### src/rtl/period_meter_if.sv
// Measurement bus for period_meter: slow input, consumer handshake and sticky flags.
// The slave modport is the meter side, the master modport is the consumer/stimulus side.
interface period_meter_if #(
  parameter int CNT_W = 26
);
  logic             sig_in;
  logic             meas_ack;
  logic             clr_flags;
  logic [CNT_W-1:0] half_period;
  logic             meas_valid;
  logic             overrun;
  logic             timeout;

  modport master (
    output sig_in,
    output meas_ack,
    output clr_flags,
    input  half_period,
    input  meas_valid,
    input  overrun,
    input  timeout
  );

  modport slave (
    input  sig_in,
    input  meas_ack,
    input  clr_flags,
    output half_period,
    output meas_valid,
    output overrun,
    output timeout
  );
endinterface

### src/rtl/period_meter.sv
// Measures clk_in cycles between consecutive edges (either polarity) of a slow sig_in.
// Define PERIOD_METER_SYNC_EN to add a two-flop synchronizer in front of edge detection.
module period_meter #(
  parameter int               CNT_W   = 26,
  parameter logic [CNT_W-1:0] TIMEOUT = 26'd40_000_000
) (
  input  logic         clk_in,
  input  logic         rst,
  period_meter_if.slave bus
);

  typedef enum logic {
    IDLE    = 1'b0,
    MEASURE = 1'b1
  } state_t;

  logic w_sample;

`ifdef PERIOD_METER_SYNC_EN
  // Arm delay covers the synchronizer so the first sample through it is never an edge.
  localparam int ARM_DEPTH = 3;

  logic [1:0] r_sync;

  always_ff @(posedge clk_in) begin
    if (rst) begin
      r_sync <= 2'b00;
    end else begin
      r_sync <= {r_sync[0], bus.sig_in};
    end
  end

  assign w_sample = r_sync[1];
`else
  localparam int ARM_DEPTH = 1;

  assign w_sample = bus.sig_in;
`endif

  logic [ARM_DEPTH-1:0] r_arm;
  logic                 r_prev;
  logic                 r_edge;

  always_ff @(posedge clk_in) begin
    if (rst) begin
      r_arm  <= '0;
      r_prev <= 1'b0;
      r_edge <= 1'b0;
    end else begin
      r_arm  <= (r_arm << 1) | ARM_DEPTH'(1);
      r_prev <= w_sample;
      r_edge <= r_arm[ARM_DEPTH-1] & (w_sample ^ r_prev);
    end
  end

  state_t           r_state;
  state_t           w_state_next;
  logic [CNT_W-1:0] r_cnt;
  logic [CNT_W-1:0] w_cnt_next;
  logic [CNT_W-1:0] w_cnt_inc;
  logic             w_result;
  logic             w_timeout_hit;

  assign w_cnt_inc = r_cnt + 1'b1;

  always_ff @(posedge clk_in) begin
    if (rst) begin
      r_state <= IDLE;
      r_cnt   <= '0;
    end else begin
      r_state <= w_state_next;
      r_cnt   <= w_cnt_next;
    end
  end

  // An edge outranks the timeout in the same cycle, so a period of exactly TIMEOUT is measured.
  always_comb begin
    w_state_next  = r_state;
    w_cnt_next    = r_cnt;
    w_result      = 1'b0;
    w_timeout_hit = 1'b0;
    case (r_state)
      IDLE: begin
        if (r_edge) begin
          w_cnt_next   = '0;
          w_state_next = MEASURE;
        end
      end
      MEASURE: begin
        if (r_edge) begin
          w_result   = 1'b1;
          w_cnt_next = '0;
        end else if (w_cnt_inc == TIMEOUT) begin
          w_timeout_hit = 1'b1;
          w_cnt_next    = '0;
          w_state_next  = IDLE;
        end else begin
          w_cnt_next = w_cnt_inc;
        end
      end
      default: begin
        w_cnt_next   = '0;
        w_state_next = IDLE;
      end
    endcase
  end

  logic [CNT_W-1:0] r_half_period;
  logic             r_meas_valid;
  logic             r_overrun;
  logic             r_timeout;

  always_ff @(posedge clk_in) begin
    if (rst) begin
      r_half_period <= '0;
      r_meas_valid  <= 1'b0;
      r_overrun     <= 1'b0;
      r_timeout     <= 1'b0;
    end else begin
      if (w_result) begin
        r_half_period <= w_cnt_inc;
      end
      if (w_result) begin
        r_meas_valid <= 1'b1;
      end else if (bus.meas_ack) begin
        r_meas_valid <= 1'b0;
      end
      // Set terms are OR-ed after the clear so a coincident event survives clr_flags.
      r_overrun <= (w_result & r_meas_valid & ~bus.meas_ack) | (r_overrun & ~bus.clr_flags);
      r_timeout <= w_timeout_hit | (r_timeout & ~bus.clr_flags);
    end
  end

  assign bus.half_period = r_half_period;
  assign bus.meas_valid  = r_meas_valid;
  assign bus.overrun     = r_overrun;
  assign bus.timeout     = r_timeout;

endmodule

### src/flat_wrapper.sv
// flat-port wrapper written by rule: the top's interface ports become plain ports
module period_meter_flat 
#(
  parameter int               CNT_W   = 26,
  parameter logic [CNT_W-1:0] TIMEOUT = 26'd40_000_000
)
  (clk_in, rst, bus_sig_in, bus_meas_ack, bus_clr_flags, bus_half_period, bus_meas_valid, bus_overrun, bus_timeout);
  period_meter_if #(.CNT_W(CNT_W)) bus_i ();
  input  logic clk_in;
  input  logic rst;
  input wire logic [$bits(bus_i.sig_in)-1:0] bus_sig_in;
  input wire logic [$bits(bus_i.meas_ack)-1:0] bus_meas_ack;
  input wire logic [$bits(bus_i.clr_flags)-1:0] bus_clr_flags;
  output wire logic [$bits(bus_i.half_period)-1:0] bus_half_period;
  output wire logic [$bits(bus_i.meas_valid)-1:0] bus_meas_valid;
  output wire logic [$bits(bus_i.overrun)-1:0] bus_overrun;
  output wire logic [$bits(bus_i.timeout)-1:0] bus_timeout;
  assign bus_i.sig_in = bus_sig_in;
  assign bus_i.meas_ack = bus_meas_ack;
  assign bus_i.clr_flags = bus_clr_flags;
  assign bus_half_period = bus_i.half_period;
  assign bus_meas_valid = bus_i.meas_valid;
  assign bus_overrun = bus_i.overrun;
  assign bus_timeout = bus_i.timeout;
  period_meter #(.CNT_W(CNT_W), .TIMEOUT(TIMEOUT)) u_core (.clk_in(clk_in), .rst(rst), .bus(bus_i));
endmodule
### config.mk
export PLATFORM = sky130hd
export DESIGN_NAME = period_meter_flat
export DESIGN_NICKNAME = d
export VERILOG_FILES = /design/src/rtl/period_meter_if.sv /design/src/rtl/period_meter.sv /design/src/flat_wrapper.sv
export SDC_FILE = /design/constraint.sdc
export NUM_CORES = 1
export LEC_CHECK = 0
export CORE_ASPECT_RATIO = 0.9
export CORE_MARGIN = 1.5
export CORE_UTILIZATION = 44
export DETAILED_ROUTE_END_ITERATION = 10
export SLEW_MARGIN = 0
export SYNTH_ARGS = -nofsm -noshare
export SYNTH_HDL_FRONTEND = slang
export SYNTH_SLANG_ARGS = --single-unit
### constraint.sdc
create_clock -name clk_in -period 3.9 [get_ports clk_in]
set_input_delay 1.17 -clock clk_in [delete_from_list [all_inputs] [get_ports clk_in]]
set_output_delay 1.17 -clock clk_in [all_outputs]
set_load 0.01 [all_outputs]
=== Word-level counts from Yosys, hierarchy flattened ===
Cells that the tools add are included.

* Add/subtract/negate cells: 1
* Bitwise gates (word level): 11
* Muxes and demuxes: 15
* Reductions and logical operators: 1
* Eq/ne operators: 2

{| class="wikitable"
|+ Operators by type and width
! kind !! count
|-
| $mux 26 || 3
|-
| $pmux 26 s2 || 1
|-
| $add 26x1->26 const B || 1
|-
| $eq 26x26->1 const B || 1
|-
| $mux 1 || 10
|-
| $and 1x1->1 || 5
|-
| $not 1->1 || 3
|-
| $ne 2x1->1 const B || 1
|-
| $or 1x1->1 || 2
|-
| $pmux 1 s2 || 1
|-
| $reduce_bool 2->1 || 1
|-
| $xor 1x1->1 || 1
|}

* Input bits: 5
* Output and inout port bits: 29
* Logic and storage cells: 39
* Bits in registers: 59

=== Depth between registers and ports, before layout ===
Gate-level depths: netlist of the first run.

* Word-level depth: 6
* Gate-level depth with buffers: 12
* Mapped depth without buffers: 9

=== Worst setup path after synthesis of the first run ===
OpenSTA, ideal clock, no wires.

* Kind: flip-flop to flip-flop
* From: register u_core.r_cnt[0]
* To: register u_core.r_timeout, in the netlist u_core.bus.timeout
* Data arrival time: 2.825 ns
* Buffers on the path: 1
* Path slack: 1.004 ns
* Period minus slack after synthesis: 2.896 ns
* Data required time: 3.829 ns
* Cell stages (with the launch flop): 10
* Setup time: 0.071 ns
* Cells stage by stage: dfxtp_1 ha_1 buf_2 nand3_1 or4_1 o32a_1 a211oi_2 nand4_1 or3b_1 a21oi_1

* Word-level cells in the longest chain between the ends: 6

{| class="wikitable"
|+ RTL lines
! element !! line !! RTL
|-
| start: declaration || period_meter.sv:58 || <nowiki>logic [CNT_W-1:0] r_cnt;</nowiki>
|-
| start signal: assignment || period_meter.sv:72 || <nowiki>r_cnt <= w_cnt_next;</nowiki>
|-
| $add 26x1->26 || period_meter.sv:64 || <nowiki>assign w_cnt_inc = r_cnt + 1'b1;</nowiki>
|-
| $eq 26x26->1 || period_meter.sv:93 || <nowiki>end else if (w_cnt_inc == TIMEOUT) begin</nowiki>
|-
| $mux 1 || period_meter.sv:93 ||
|-
| $mux 1 || period_meter.sv:90 || <nowiki>if (r_edge) begin</nowiki>
|-
| $mux 1 || period_meter.sv:82 || <nowiki>case (r_state)</nowiki>
|-
| $or 1x1->1 || period_meter.sv:130 || <nowiki>r_timeout <= w_timeout_hit | (r_timeout & ~bus.clr_flags);</nowiki>
|-
| end signal: assignment || period_meter.sv:130 ||
|-
| end: declaration || period_meter.sv:111 || <nowiki>logic r_timeout;</nowiki>
|}

No other way between the ends.
A chain may end at the register's enable or synchronous reset.

=== Final worst setup path of the first run ===
* From: register u_core.r_cnt[0]
* To: register u_core.r_cnt[20]

* Word-level cells in the longest chain between the ends: 5

{| class="wikitable"
|+ RTL lines
! element !! line
|-
| $add 26x1->26 (*) || period_meter.sv:64
|-
| $eq 26x26->1 || period_meter.sv:93
|-
| $mux 26 (*) || period_meter.sv:93
|-
| $mux 26 (*) || period_meter.sv:90
|-
| $pmux 26 s2 (*) || period_meter.sv:82
|}

Mark *: on every way between the ends. The rest lies on a longest branch, timed or not.

==> flow_summary.toml, run 1 <==
[run_status]
status = "finished clean"

[global_route]
grt_util_all_layers_pct = 21.4
pin_count_of_the_biggest_net_entering_global_routing = 35
grt_antenna_before_repair = 0
grt_pass1_vias = 2391
grt_remaining_overflow = 0
global_route_wire_length_before_repair_microns = 12300

[clock_network]
clkSlewWorstSetupHoldPaths_ps = 60
sink_count = 59
cts_tree = "done"
cts.repair_timing.setup_buffer_count = 0
clockBufferDepth = 2
numCtsBuffers = 9
clock_insertion_delay_worst_skew_ps = 340
cts_resized = 0
cts_hold_buffers = 0
cts_root_buf = "sky130_fd_sc_hd__clkbuf_8"
cts.htree.levels = 3

[yosys]
synth_cell_types = 45
synth_area_leader_cell = "sky130_fd_sc_hd__dfxtp_1"
synth_enable_flop_cells = 0
ys_seq_area_share_pct = 38.8
synth.top_cells.by_count = "59 x sky130_fd_sc_hd__dfxtp_1, 55 x sky130_fd_sc_hd__nor2_1, 30 x sky130_fd_sc_hd__nand2_1"
ys_top_cells_by_area = "sky130_fd_sc_hd__dfxtp_1 39%, sky130_fd_sc_hd__nor2_1 6.8%, sky130_fd_sc_hd__a211oi_1 6.2%, sky130_fd_sc_hd__a31oi_1 5.3%, sky130_fd_sc_hd__xnor2_1 5.2%"
synth_area_sq_um = 3040
syn_nets = 388
netlist_instances = 382
yosysMostFrequentCell = "sky130_fd_sc_hd__dfxtp_1"
synth-warning-count = 0
synth.top_cell.area_share_pct = 38.8
post_synth.cell_area_avg_sq_um = 7.97
synth_top_flop_cell = "sky130_fd_sc_hd__dfxtp_1"
synth_seq_cells = 59
async_reset_ff_share_pct = 0

[finish]
antennaDiodeCount = 0
finalNetCount = 397
fill_cells = 626
final_layout_size_suffix_gt1_share_pct = 6.58
area_delta_synth_final_pct = 15.6
final_core_utilization_pct = 53.1
final_design_area_no_fill_sq_um = 3520

[critical_path]
largest_driver_fanout_on_the_critical_path = 31
critical_path_buf_inv_count = 1
cp_data_arrival_time_ps = 3640
path_common_cell = "sky130_fd_sc_hd__a31oi_1"
timing.critical_path.max_delay_family = "simple AND/OR/NAND/NOR gates"
timing.critical_path.required_ps = 4090
path_cells = "ha_1, nand3_1, or4_1, nor2_1, xor2_1, o21ai_0, nand4_1, buf_4, a31oi_1, a31oi_1"
max_stage_delay_ps = 680
critPathCaptureType = "register"
type_of_the_worst_setup_path = "reg -> reg"
worst_setup_path_start_kind = "register"
worst_path_max_delay_cell = "sky130_fd_sc_hd__or4_1"

[route]
drt_iter0_drc = 239
ant_nets = 0
drt_first_pass_iters = 5
vias_per_cell = 5.66
wire_length_per_cell_after_detailed_routing_microns = 15.4
routed_wl_microns = 7460
drc_errors = 0
routed-via-count = 2743

[sta]
finClkSkew_ps = 3.86
achievable-frequency_ghz = 0.290
final_report_hold_violation_count = 0
grt_setup_unrepaired = "false"
fin_crit_ps = 3450
timing.final.setup_violations = 0
maxSlewHeadroom_pct = 46.2
timing_max_transition_violations_final = 0
worst-slew-pin-transition_ps = 807
layout_worst_path_cycle_share_pct = 88.4
final_hold_slack_ps = 458
setup_tns_ps = 0

[job]
drv.max_cap_violation_count = 0

[pwr]
lkg_pwr_uw = 0.00111
power.total_uw = 1160
vdd.ir_drop.worst_v = 0.000187
powerDensity_nw_per_um2 = 328

[placed_design]
gp_routability_congestion = 0.872
place.detailed.hpwl_microns = 5180
placement.cell_area_sq_um = 3350
placement.io_buffers = 33

[die]
core_area_sq_um = 6620
die_area_sq_um = 7430
floorplan.rows = 28
die_w_microns = 90.7
initial_core_util_pct = 46.0
boundaryPins = 34
die_height_microns = 81.9

[min_path]
timing.hold.worst.class = "reg -> reg"
-- path summary, 6_finish.rpt --
kind,cells after the start,endpoint,slack (ps),start
hold / removal,2,u_core.bus.half_period[1],460,u_core.bus.half_period[1]
setup reg to reg,10,u_core.r_cnt[20],450,u_core.r_cnt[0]
hold reg to reg,2,u_core.bus.half_period[1],460,u_core.bus.half_period[1]
setup / recovery,10,u_core.r_cnt[20],450,u_core.r_cnt[0]
-- power by group --
group          internal (uW)  switching [uW]
Clock                    240             241
Combinational           22.9            32.0
Sequential               610            9.34
-- layer usage --
layer  global-route usage (%)  part of all wire (%)  vias to the layer above
li1                         -                     -                     1369
met1                     31.4                    51                     1264
met2                     30.2                    41                      102
met3                     4.35                   7.1                        8
met4                     8.57                   1.2                        0
met5                        0                     0                        -
-- cell type report --
cell class / instances / area [sq um] / share of cell area (%)
multi-input cells: 280 / 1690 / 47.9
flip-flops and latches: 59 / 1180 / 33.6
clock buffers: 10 / 138 / 3.91
clock inverters: 5 / 30.0 / 0.853
well taps: 90 / 113 / 3.20
repair buffers: 36 / 353 / 10.0
inverters: 5 / 18.8 / 0.533
-- worst register-to-register path, cell delays in order (launching register included) --
cell	delay (ps)
sky130_fd_sc_hd__dfxtp_1	490
sky130_fd_sc_hd__ha_1	360
sky130_fd_sc_hd__nand3_1	280
sky130_fd_sc_hd__or4_1	680
sky130_fd_sc_hd__nor2_1	340
sky130_fd_sc_hd__xor2_1	110
sky130_fd_sc_hd__o21ai_0	330
sky130_fd_sc_hd__nand4_1	170
sky130_fd_sc_hd__buf_4	270
sky130_fd_sc_hd__a31oi_1	210
sky130_fd_sc_hd__a31oi_1	60
-- cell families (layout without fill, tap and decap cells) --
logic type                 after synthesis  in the layout  share of synthesized area (%)
and+or+nand+nor                        165            165                           27.5
AOI/OAI and AO/OA                       79             79                           17.4
DFF                                     59             59                           38.8
buffers and inverters                   43             56                           5.84
xor gates and xnor gates                35             35                           10.1
adders and majority gates                1              1                          0.411
-- state kept, by name, summed over array words and instances, names as in the netlist --
register / cells
u_core.bus.half_period: 26
u_core.r_cnt: 26
u_core.bus.meas_valid: 1
u_core.bus.overrun: 1
u_core.bus.timeout: 1
u_core.r_arm: 1
u_core.r_edge: 1
u_core.r_prev: 1
u_core.r_state: 1
-- layout by cell type (no fill, tap or decap), drive strengths merged, types with 16 or more instances in the layout --
cell	n
clkdlybuf4s50	33
nand2	30
xor2	17
dfxtp	59
a21oi	16
a211oi	26
nand3	20
nor2	55
xnor2	18
a31oi	26
-- per-stage QoR --
| stage | cells | worst slack (ps) |
|---|---|---|
| after floorplan | 382 | 1000 |
| after global placement | 470 | 606 |
| after detailed placement | 470 | 455 |
| after global routing | 485 | 170 |
| after CTS | 485 | 456 |
| final | 485 | 450 |
Power figures use the tool's default switching activity.
==> run 2, diff against run 1 <==
--- a/config.mk
+++ b/config.mk
@@ -9,6 +9,7 @@
 export CORE_MARGIN = 1.5
 export CORE_UTILIZATION = 44
 export DETAILED_ROUTE_END_ITERATION = 10
+export GPL_ROUTABILITY_DRIVEN = 0
 export SLEW_MARGIN = 0
 export SYNTH_ARGS = -nofsm -noshare
 export SYNTH_HDL_FRONTEND = slang
==> results of run 2 <==
No change in the layout: final DEF, timing and power equal those of run 1.
==> run 3, diff against run 2 <==
--- a/config.mk
+++ b/config.mk
@@ -10,6 +10,7 @@
 export CORE_UTILIZATION = 44
 export DETAILED_ROUTE_END_ITERATION = 10
 export GPL_ROUTABILITY_DRIVEN = 0
+export SKIP_CTS_REPAIR_TIMING = 1
 export SLEW_MARGIN = 0
 export SYNTH_ARGS = -nofsm -noshare
 export SYNTH_HDL_FRONTEND = slang
==> constraint.sdc (replaced) <==
create_clock -name clk_in -period 3.9 [get_ports clk_in]
set_input_delay 0.585 -clock clk_in [delete_from_list [all_inputs] [get_ports clk_in]]
set_output_delay 0.585 -clock clk_in [all_outputs]
set_load 0.01 [all_outputs]
==> run 3 against run 2 <==
Utilization up 0.87 points. Register-to-register slack worse by 30 ps. Critical path depth unchanged. Clock-buffer cell count unchanged. Total power up 7.4%. Sequential cell count unchanged. Combinational power about the same. Cell count up 0.82%. Clock power up 18%. First-iteration DRC count down 28%. Die area unchanged.
==> flow_summary.toml, run 3 (synthesized netlist as in run 1, its figures left out) <==
[clock_network]
cts_root_buf = "sky130_fd_sc_hd__clkbuf_8"
clock_insertion_delay_worst_skew_ps = 340
numCtsBuffers = 9
sink_count = 59
clkSlewWorstSetupHoldPaths_ps = 70
cts.htree.levels = 3
cts_tree = "done"
clockBufferDepth = 2

[critical_path]
worst_path_max_delay_cell = "sky130_fd_sc_hd__or4_1"
cp_data_arrival_time_ps = 3760
timing.critical_path.required_ps = 4170
largest_driver_fanout_on_the_critical_path = 15
critPathCaptureType = "register"
worst_case_register_to_register_setup_slack_ps = 420
max_stage_delay_ps = 670
regToRegEndpoint = "u_core.bus.timeout"
critical_path_buf_inv_count = 1
critical_path.reg2reg.startpoint = "u_core.r_cnt[0]"
worst_setup_path_start_kind = "register"
timing.critical_path.max_delay_family = "simple AND/OR/NAND/NOR gates"
path_cells = "ha_1, nand3_1, or4_1, nor2_1, xor2_1, o21ai_0, nand4_1, buf_4, or3b_1, a21oi_1"
type_of_the_worst_setup_path = "reg -> reg"
reg2regPathDepth = 10

[min_path]
worst_hold_path.endpoint = "u_core.r_edge"
timing.hold.worst.class = "reg -> reg"
min_from = "u_core.r_arm"
hold_path_depth = 1

[pwr]
power_switching_uw = 296
intPower_uw = 945
power_frac_seq_pct = 49.9
powerDensity_nw_per_um2 = 347
lkg_pwr_uw = 0.00115
p_sw_share_pct = 23.9
pwr-share-clk_pct = 45.7
vdd.ir_drop.worst_v = 0.000204
share_comb_of_total_power_pct = 4.4

[finish]
antennaDiodeCount = 0
area_delta_synth_final_pct = 17.5
finalNetCount = 400
mostFrequentLayoutCell = "sky130_fd_sc_hd__dfxtp_1"
most-common-layout-cells = "59 x sky130_fd_sc_hd__dfxtp_1, 55 x sky130_fd_sc_hd__nor2_1, 33 x sky130_fd_sc_hd__clkdlybuf4s50_1, 30 x sky130_fd_sc_hd__nand2_1, 26 x sky130_fd_sc_hd__a31oi_1"
final_layout_size_suffix_gt1_share_pct = 7.52
instances_no_fill = 489

[sta]
worst-slew-pin-transition_ps = 775
final_hold_slack_ps = 452
timing_max_transition_violations_final = 0
layout_worst_path_cycle_share_pct = 89.3
setup_tns_ps = 0
maxSlewHeadroom_pct = 48.4
final_report_hold_violation_count = 0
achievable-frequency_ghz = 0.287
timing.final.setup_violations = 0
finClkSkew_ps = 6.16
grt_setup_unrepaired = "false"
fin_crit_ps = 3480

[run_status]
status = "finished clean"

[die]
floorplan.rows = 28
initial_core_util_pct = 46.0
die_height_microns = 81.9
boundaryPins = 34
die_area_sq_um = 7430
core_area_sq_um = 6620
die_w_microns = 90.7

[global_route]
grt_remaining_overflow = 0
global_route_wire_length_before_repair_microns = 12100
grt_pass1_vias = 2302
grt_util_all_layers_pct = 21.3
grt_antenna_before_repair = 0
pin_count_of_the_biggest_net_entering_global_routing = 35

[route]
drc_errors = 0
vias_per_cell = 5.58
routed_wl_microns = 7540
ant_nets = 0
routed-via-count = 2728
drt_iter0_drc = 172
wire_length_per_cell_after_detailed_routing_microns = 15.4
drt_first_pass_iters = 4

[job]
drv.max_cap_violation_count = 0

[placed_design]
placement.io_buffers = 33
place.detailed.hpwl_microns = 5290
placedCellCount = 473
==> run 3: changes by cell type in the layout (fill, tap and decap cells not counted), sizes merged <==
cell / before / now
clkinv: 3 / 4
clkinvlp: 2 / 1
bufinv: 0 / 1
buf: 3 / 6
==> run 3: how the worst max path moves through the flow <==
stage	endpoint	slack, ps	startpoint	cells after the start
3_5_place_dp	u_core.bus.timeout	490	u_core.r_cnt[0]	10
4_1_cts	u_core.bus.timeout	440	u_core.r_cnt[0]	10
6_report	u_core.bus.timeout	420	u_core.r_cnt[0]	10
3_3_place_gp	u_core.bus.timeout	650	u_core.r_cnt[0]	10
5_1_grt	u_core.bus.timeout	170	u_core.r_cnt[0]	10
2_1_floorplan	u_core.bus.timeout	1000	u_core.r_cnt[0]	9
==> run 3: cell type report <==
type,instances,area [sq um]
well taps,90,113
inverters,5,18.8
flip-flops and latches,59,1180
clock inverters,6,65.1
multi-input cells,280,1690
clock buffers,10,138
fillers,637,3050
repair buffers,39,375
==> run 3: per-layer routing <==
metal,global-route usage (%),up-vias,share of wire (%)
met1,30.9,1248,52
li1,-,1382,-
met3,6.85,8,6.6
met5,0,-,0
met4,7.30,0,1.2
met2,29.2,90,40
==> run 3: through the flow <==
step | util, % | worst slack, ps | instance area [sq um] | total power, uW
finish | 54.0 | 418 | 3580 | 1240
global route | 54.0 | 166 | 3580 | 1300
CTS | 54.0 | 437 | 3580 | 1260
detailed placement | 50.9 | 494 | 3370 | 688
global placement | 50.9 | 648 | 3370 | 687
floorplan | - | 1000 | 3040 | 664
==> run 3: power groups by stage <==
stage	Combinational, uW	Sequential (uW)	Clock (uW)
3_5_place_dp	54.9	633	0
4_1_cts	55.2	619	584
3_3_place_gp	54.6	633	0
5_1_grt	60.0	620	616
6_report	54.7	619	567
2_1_floorplan	33.6	630	0
